==> src/rtl/mem_access_unit.sv <==
// Load/store request sequencer in front of the cache + data RAM: buffers requests,
// issues them one at a time, returns results in order. Optional: MEMACC_TIMEOUT_EN.
//
// state | meaning
// IDLE  | nothing in flight, waiting for a queued request
// ISSUE | memStart pulse, memory fields loaded from FIFO head
// WAIT  | fields held, waiting for memDataReady (or timeout)
// RESP  | response presented until respReady
module mem_access_unit #(
    parameter int ramWidth      = 8,
    parameter int addrSize      = 8,
    parameter int queueDepth    = 2,
    parameter int timeoutCycles = 255
) (
    input  logic                clk,
    input  logic                clr,
    input  logic                reqValid,
    output logic                reqReady,
    input  logic                reqWrite,
    input  logic                reqIndirect,
    input  logic [addrSize-1:0] reqAddr,
    input  logic [ramWidth-1:0] reqData,
    output logic                respValid,
    input  logic                respReady,
    output logic [ramWidth-1:0] respData,
    output logic                respWrite,
    output logic                respErr,
    output logic                memStart,
    output logic [1:0]          memCntrl,
    output logic [addrSize-1:0] memAddr,
    output logic [ramWidth-1:0] memDataIn,
    output logic                memIsIndirect,
    input  logic [ramWidth-1:0] memDataOut,
    input  logic                memDataReady,
    output logic                busy
);
    localparam int ptrW = $clog2(queueDepth);
    localparam int cntW = ptrW + 1;

    typedef enum logic [1:0] {IDLE, ISSUE, WAIT, RESP} stateType;

    stateType state, nextState;

    logic                fifoWrite    [queueDepth];
    logic                fifoIndirect [queueDepth];
    logic [addrSize-1:0] fifoAddr     [queueDepth];
    logic [ramWidth-1:0] fifoData     [queueDepth];
    logic [ptrW-1:0]     wrPtr, rdPtr;
    logic [cntW-1:0]     count;

    logic push, pop, loadIssue, completeOk, timeoutHit;

    assign reqReady  = (count != cntW'(queueDepth));
    assign push      = reqValid && reqReady;
    assign memStart  = (state == ISSUE);
    assign respValid = (state == RESP);
    assign busy      = (state != IDLE) || (count != '0);

`ifdef MEMACC_TIMEOUT_EN
    logic [15:0] waitCnt;
    logic        respErrQ;
    assign respErr = respErrQ;

    always_ff @(posedge clk or posedge clr) begin
        if (clr) begin
            waitCnt <= '0;
        end else if (state == ISSUE) begin
            waitCnt <= '0;
        end else if (state == WAIT) begin
            waitCnt <= waitCnt + 16'd1;
        end
    end
`else
    assign respErr = 1'b0;
`endif

    always_comb begin
        nextState  = state;
        pop        = 1'b0;
        loadIssue  = 1'b0;
        completeOk = 1'b0;
        timeoutHit = 1'b0;
        case (state)
            IDLE: begin
                if (count != '0) begin
                    nextState = ISSUE;
                    loadIssue = 1'b1;
                end
            end
            ISSUE: nextState = WAIT;
            WAIT: begin
                if (memDataReady) begin
                    completeOk = 1'b1;
                    pop        = 1'b1;
                    nextState  = RESP;
                end
`ifdef MEMACC_TIMEOUT_EN
                // limit reached on the timeoutCycles-th WAIT cycle; dataReady wins a tie
                else if (waitCnt == 16'(timeoutCycles - 1)) begin
                    timeoutHit = 1'b1;
                    pop        = 1'b1;
                    nextState  = RESP;
                end
`endif
            end
            RESP: begin
                if (respReady) begin
                    if (count != '0) begin
                        nextState = ISSUE;
                        loadIssue = 1'b1;
                    end else begin
                        nextState = IDLE;
                    end
                end
            end
            default: nextState = IDLE;
        endcase
    end

    // FIFO storage needs no reset; validity is carried by count
    always_ff @(posedge clk) begin
        if (push) begin
            fifoWrite[wrPtr]    <= reqWrite;
            fifoIndirect[wrPtr] <= reqIndirect;
            fifoAddr[wrPtr]     <= reqAddr;
            fifoData[wrPtr]     <= reqData;
        end
    end

    always_ff @(posedge clk or posedge clr) begin
        if (clr) begin
            state         <= IDLE;
            wrPtr         <= '0;
            rdPtr         <= '0;
            count         <= '0;
            memCntrl      <= 2'b00;
            memAddr       <= '0;
            memDataIn     <= '0;
            memIsIndirect <= 1'b0;
            respData      <= '0;
            respWrite     <= 1'b0;
`ifdef MEMACC_TIMEOUT_EN
            respErrQ      <= 1'b0;
`endif
        end else begin
            state <= nextState;
            if (push) wrPtr <= wrPtr + 1'b1;
            if (pop)  rdPtr <= rdPtr + 1'b1;
            if (push && !pop) begin
                count <= count + 1'b1;
            end else if (!push && pop) begin
                count <= count - 1'b1;
            end

            if (loadIssue) begin
                memCntrl      <= fifoWrite[rdPtr] ? 2'b10 : 2'b01;
                memAddr       <= fifoAddr[rdPtr];
                memDataIn     <= fifoData[rdPtr];
                memIsIndirect <= fifoIndirect[rdPtr];
            end else if (completeOk || timeoutHit) begin
                memCntrl <= 2'b00;
            end

            if (completeOk) begin
                respData  <= fifoWrite[rdPtr] ? fifoData[rdPtr] : memDataOut;
                respWrite <= fifoWrite[rdPtr];
`ifdef MEMACC_TIMEOUT_EN
                respErrQ  <= 1'b0;
`endif
            end else if (timeoutHit) begin
                respData  <= '0;
                respWrite <= fifoWrite[rdPtr];
`ifdef MEMACC_TIMEOUT_EN
                respErrQ  <= 1'b1;
`endif
            end
        end
    end
endmodule

==> config.mk <==
export PLATFORM = sky130hd
export DESIGN_NAME = mem_access_unit
export DESIGN_NICKNAME = d
export VERILOG_FILES = /design/src/rtl/mem_access_unit.sv
export SDC_FILE = /design/constraint.sdc
export NUM_CORES = 1
export LEC_CHECK = 0
export CAP_MARGIN = 0
export CORE_MARGIN = 1.5
export CORE_UTILIZATION = 30
export DETAILED_ROUTE_END_ITERATION = 12
export PLACE_DENSITY = 0.54
export SLEW_MARGIN = 20
export SYNTH_ARGS = -nofsm -noshare
export SYNTH_HDL_FRONTEND = slang
export SYNTH_SLANG_ARGS = --single-unit
==> constraint.sdc <==
create_clock -name clk -period 1.9 [get_ports clk]
set_input_delay 0.475 -clock clk [delete_from_list [all_inputs] [get_ports clk]]
set_output_delay 0.475 -clock clk [all_outputs]
set_load 0.01 [all_outputs]
==> impl_metrics.csv, run 1 <==
group,metric,value,unit
status,status,"complete, no violations",
pwr,p_sw,1.99,mW
yosys,yosysMostFrequentCell,"edfxtp_1",
setup_path,end_kind,"output pin",
floorplanning,rows,35,
finish,layout.cells.non_filler,389,
setup_path,cp_max_fo,4,
timing,fmax,0.543,GHz
finish,multi_input_area,887,sq um
global_route,grt-ovfl-total,0,
finish,register_area,1930,sq um
pwr,swShare,30.3,%
yosys,synth_cells,176,
yosys,syn_area_per_cell,16.3,sq um
finish,area_delta_synth_final,39.1,%
placement,dp.cells,368,
yosys,yosysWarnings,0,
global_route,grt_pass1_wl,8560,microns
setup_path,cp.required,1420,ps
min_path,min_path_type,"in -> async",
job,cap_violations,0,
timing,rsz0062_at_grt,"false",
finish,final_util,43.1,%
clock_network,root_buffer,"clkbuf_8",
yosys,syn_area,2860,sq um
clock_network,worst_skew_pair.late_latency,340,ps
clock_network,numCtsBuffers,9,
routing,viasPerCell,4.12,
routing,route.vias.total,1601,
floorplanning,dieArea,10100,sq um
setup_path,arrival,1370,ps
yosys,yosysSeqAreaShare,67.5,%
global_route,grt_pass1_vias,1683,
timing,tns,0,ps
pwr,ir_drop,0.000550,V
clock_network,cts_hold_buf,0,
timing,period_minus_slack,1840,ps
setup_path,crit_type,"reg -> out",
yosys,synth_edf_count,36,
global_route,antenna_found_initial,0,
placement,postPlaceCellArea,3710,sq um
yosys,synth_seq_cells,70,
pwr,pwr-share-seq,37.6,%
clock_network,clock_sinks,70,
routing,wl_per_cell,13.9,microns
routing,drt.antenna.violating_nets,0,
clock_network,clkSlewWorstSetupHoldPaths,70,ps
finish,drive_gt1_share,28.5,%
routing,first_pass_iters,4,
pwr,p_leak,1.55,nW
yosys,yosys.cell_types.count,29,
clock_network,cts_tree,"built",
timing,fin_skew,7.82,ps
timing,timing.final.hold_violations,0,
yosys,yosys.area.top_type,"edfxtp_1",
timing,slew_violations,0,
yosys,synthArstFlopShare,48.6,%
placement,hpwl,3580,microns
pwr,power_frac_comb,43.1,%
finish,fill_cells,842,
floorplanning,core-area,9240,sq um
clock_network,h-tree-depth,3,
pwr,p_int,4.57,mW
finish,diodes,0,
yosys,synth_top_area_share,37.8,%
pwr,clkPwrFrac,19.4,%
floorplanning,dieHeight,101,microns
timing,setup_viol_count_final,0,
clock_network,cts_buffer_depth,2,
floorplanning,io_pins,64,
yosys,syn_nets,213,
yosys,synthTopCellsByCount,"36 x edfxtp_1, 34 x dfrtp_1, 29 x mux2_2",
global_route,grt_usage,11.6,%
routing,drc,0,
setup_path,crit_path_start_kind,"flop",
floorplanning,start_util,31.0,%
placement,portBuffers,62,
yosys,yosys_most_used_dff,"edfxtp_1",
floorplanning,die_width,101,microns
pwr,power_density,1650,nW/um^2
timing,worst_hold_slack,465,ps
finish,nNetsFinal,292,
timing,period_share,96.9,%
global_route,grt_max_degree,35,
routing,drt_iter0_drc,46,
placement,routabilityCongestion,0.748,
routing,drt-total-wl,5410,microns
finish,fin_area,3980,sq um
yosys,synth_area_leaders,"edfxtp_1 38%, dfrtp_1 30%, mux2_2 11%",
[metal layers]
layer	track usage (%)	vias to the layer above	share of wire, %
li1	-	789	-
met2	19.4	50	49
met5	0	-	0
met4	2.93	0	1.0
met1	13.6	756	45
met3	5.27	6	5.4
[path summary, 6_finish.rpt]
check	slack, ps	endpoint	cells past startpoint	from
max	60	respValid	3	state[0]
min	460	memDataIn[5]	3	clr
max reg2reg	190	state[1]	5	state[0]
min reg2reg	480	respData[3]	2	respData[3]
max in group asynchronous	1240	count[0]	3	clr
min in group clk	480	respData[3]	2	respData[3]
[critical path, stage by stage, from the launching register on]
cell and delay, ps:
dfrtp_1 410, buf_4 150, ha_1 230, clkdlybuf4s15_1 250
[per-stage QoR]
step | power, mW | setup WS (ps)
2_1_floorplan | 4.09 | 81.8
3_3_place_gp | 5.23 | 1.74
3_5_place_dp | 5.27 | -8.15
4_1_cts | 6.62 | 26.2
5_1_grt | 7.00 | 1.11
6_report | 6.56 | 58.9
[cell type report]
class / instances / area share [%]
inverters: 4 / 0.377
well taps: 129 / 4.06
clock inverters: 4 / 1.35
multi-input cells: 95 / 22.3
flip-flops and latches: 70 / 48.6
repair buffers: 75 / 19.2
clock buffers: 12 / 4.15
[flip-flops by register name, summed over array words and instances (netlist names), 8 cells and up]
| name | flops |
|---|---|
| fifoAddr | 16 |
| fifoData | 16 |
| memAddr | 8 |
| memDataIn | 8 |
| respData | 8 |
[what timing repair did]
action | in CTS | in global routing
hold endpoints to repair | 0 | 0
gates resized for setup | 9 | 2
buffers inserted | 4 | 1
endpoints found under the setup margin | 4 | 3
[power by group through the flow]
stage	sequential, mW	clock [mW]	combinational [mW]
after detailed placement	2.50	0	2.77
after global placement	2.50	0	2.74
after CTS	2.47	1.32	2.83
after global routing	2.54	1.39	3.07
final	2.46	1.27	2.82
after floorplan	2.57	0	1.51
[cells by family after synthesis]
family | count (synthesis) | synth area share, %
flops | 70 | 67.5
mux | 47 | 19.3
simple gates | 23 | 4.02
compound gates | 13 | 2.71
buf+inv | 11 | 2.19
fa+ha+maj | 6 | 2.62
xor+xnor | 5 | 1.53
other cells | 1 | 0.131
[layout by cell type, fill, tap and decap left out, types with 2 or more instances in the layout]
| cell | count |
|---|---|
| buf_12 | 4 |
| buf_4 | 9 |
| clkbuf_8 | 12 |
| clkdlybuf4s50_1 | 58 |
| clkinvlp_4 | 2 |
| dfrtp_1 | 33 |
| dlygate4sd2_1 | 3 |
| edfxtp_1 | 36 |
| ha_1 | 5 |
| inv_2 | 2 |
| mux2_2 | 29 |
| mux2_4 | 9 |
| mux2i_1 | 9 |
| nand2_1 | 12 |
| nor2_1 | 2 |
| nor2b_1 | 2 |
| o21ai_0 | 8 |
| xnor2_1 | 3 |
| xor2_1 | 2 |
No activity file was read; power rests on OpenSTA's default activity.
==> inputs of run 2 (changes only) <==
Settings changed: CORE_UTILIZATION 30 to 45, PLACE_DENSITY 0.54 to 0.75.
==> run 2 against run 1 <==
Against the previous run:
- sequential power barely moved
- design area down 2.4%
- combinational power is essentially flat
- fmax grew 0.49%
- first-iteration DRC count rose by 80%
- utilization increased by 21 points
- sequential cell count stayed put
- die area is 32% lower
- critical path depth up 1
- worst setup slack better by 9.0 ps
- critical path type unchanged
==> impl_metrics.csv, run 2 (same netlist as run 1, synthesis figures left out) <==
group,metric,value,unit
routing,first_pass_iters,4,
floorplanning,start_util,47.5,%
global_route,grt_usage,16.9,%
timing,timing.final.hold_violations,0,
setup_path,slowest_delay,390,ps
status,status,"complete, no violations",
setup_path,end_kind,"output pin",
timing,rsz0062_at_grt,"true",
pwr,ir_drop,0.000701,V
finish,multi_input_area,878,sq um
clock_network,cts_buffer_depth,2,
finish,final_util,64.5,%
global_route,grt_pass1_vias,1741,
pwr,power_density,1680,nW/um^2
setup_path,slowest_stage,"dfrtp_1",
placement,hpwl,3510,microns
routing,drc,0,
routing,drt.antenna.violating_nets,0,
finish,fin_area,3880,sq um
placement,portBuffers,62,
finish,drive_gt1_share,27.3,%
floorplanning,die_width,82.7,microns
clock_network,worst_skew_pair.late_latency,340,ps
global_route,grt_max_degree,35,
timing,period_minus_slack,1830,ps
routing,drt-total-wl,5250,microns
routing,viasPerCell,4.92,
finish,top_regs,"fifoAddr: 16 flops, fifoData: 16 flops",
setup_path,arrival,1360,ps
finish,fill_cells,461,
floorplanning,io_pins,64,
clock_network,clkSlewWorstSetupHoldPaths,80,ps
timing,tns,0,ps
clock_network,cts_tree,"built",
setup_path,cp.buffers_inverters,2,
finish,area_delta_synth_final,35.8,%
job,cap_violations,0,
global_route,antenna_found_initial,0,
timing,setup_viol_count_final,0,
floorplanning,core-area,6030,sq um
placement,postPlaceCellArea,3640,sq um
setup_path,cp-startpoint,"state[1]",
placement,pre_cts_ws,-7.47,ps
finish,diodes,0,
setup_path,cp_max_fo,4,
timing,fin_skew,8.98,ps
setup_path,path_cells,"inv_1 -> ha_2 -> nand2_1 -> dlygate4sd2_1",
timing,slew_violations,0,
global_route,grt_pass1_wl,8260,microns
timing,fmax,0.546,GHz
clock_network,h-tree-depth,3,
setup_path,reg2reg_slack,80,ps
clock_network,numCtsBuffers,9,
floorplanning,rows,28,
finish,most-common-layout-cells,"58 x clkdlybuf4s50_1, 36 x edfxtp_1, 33 x dfrtp_1, 29 x mux2_2, 12 x nand2_1",
routing,route.vias.total,1649,
routing,drt_iter0_drc,83,
clock_network,root_buffer,"clkbuf_8",
min_path,min_from,"respData[0]",
setup_path,crit-reg2reg-launch,"state[1]",
finish,final_common_cell,"clkdlybuf4s50_1",
min_path,min_path_type,"reg -> reg",
global_route,grt-ovfl-total,0,
placement,routabilityCongestion,0.696,
setup_path,cp.required,1420,ps
setup_path,crit_family,"flip-flops",
setup_path,crit_path_start_kind,"flop",
floorplanning,dieArea,6850,sq um
clock_network,clock_sinks,70,
routing,wl_per_cell,15.7,microns
floorplanning,dieHeight,82.7,microns
timing,period_share,96.4,%
timing,worst_hold_slack,489,ps
pwr,p_leak,1.55,nW
timing,setup_ws,67.8,ps
setup_path,crit_type,"reg -> out",
finish,nNetsFinal,292,
finish,register_area,1930,sq um
run 2: final cells by class:
| type | instances | area share (%) |
|---|---|---|
| sequential | 70 | 49.8 |
| multi-input combinational | 95 | 22.6 |
| inverter | 4 | 0.386 |
| clock buffer | 9 | 3.19 |
| clock inverter | 7 | 2.29 |
| tap | 75 | 2.42 |
| timing repair buffer | 75 | 19.4 |
run 2: path summary, 6_finish.rpt:
path / end / cells after the start
min reg2reg: respData[0] / 2
max in group asynchronous: count[0] / 3
min in group asynchronous: memDataIn[5] / 3
max: busy / 4
min: respData[0] / 2
max reg2reg: state[1] / 6
run 2: metrics by stage:
stage / total power [mW] / instances
3_3_place_gp: 5.19 / 316
3_5_place_dp: 5.26 / 316
6_report: 6.53 / 335
4_1_cts: 6.57 / 335
2_1_floorplan: 4.09 / 176
5_1_grt: 6.91 / 335
run 2: what timing repair did:
action / 4_1_cts / 5_1_grt
setup endpoints to repair: 4 / 3
gates resized for setup: 5 / 5
setup buffers: 3 / 0
hold buffers: 0 / 0
endpoints found under the hold margin: 0 / 0
run 2: routing by layer:
layer  GRT usage [%]  vias to the layer above  wire length, microns
li1                -                      789                     -
met1            21.4                      804                  2300
met2            26.8                       44                  2600
met3            3.96                       12                   218
met4            9.50                        0                   127
met5               0                        -                     0
run 2: worst min-delay path: cells and delay by family (launching register included):
kind            cells  cell delay (ps)
flops               1              350
simple gates        1               50
compound gates      1               60
run 2: where the power goes:
group          switching (mW)  leakage (nW)  internal [mW]
logic                    1.15         0.704           1.65
clock network           0.551         0.104          0.730
registers               0.275         0.742           2.18
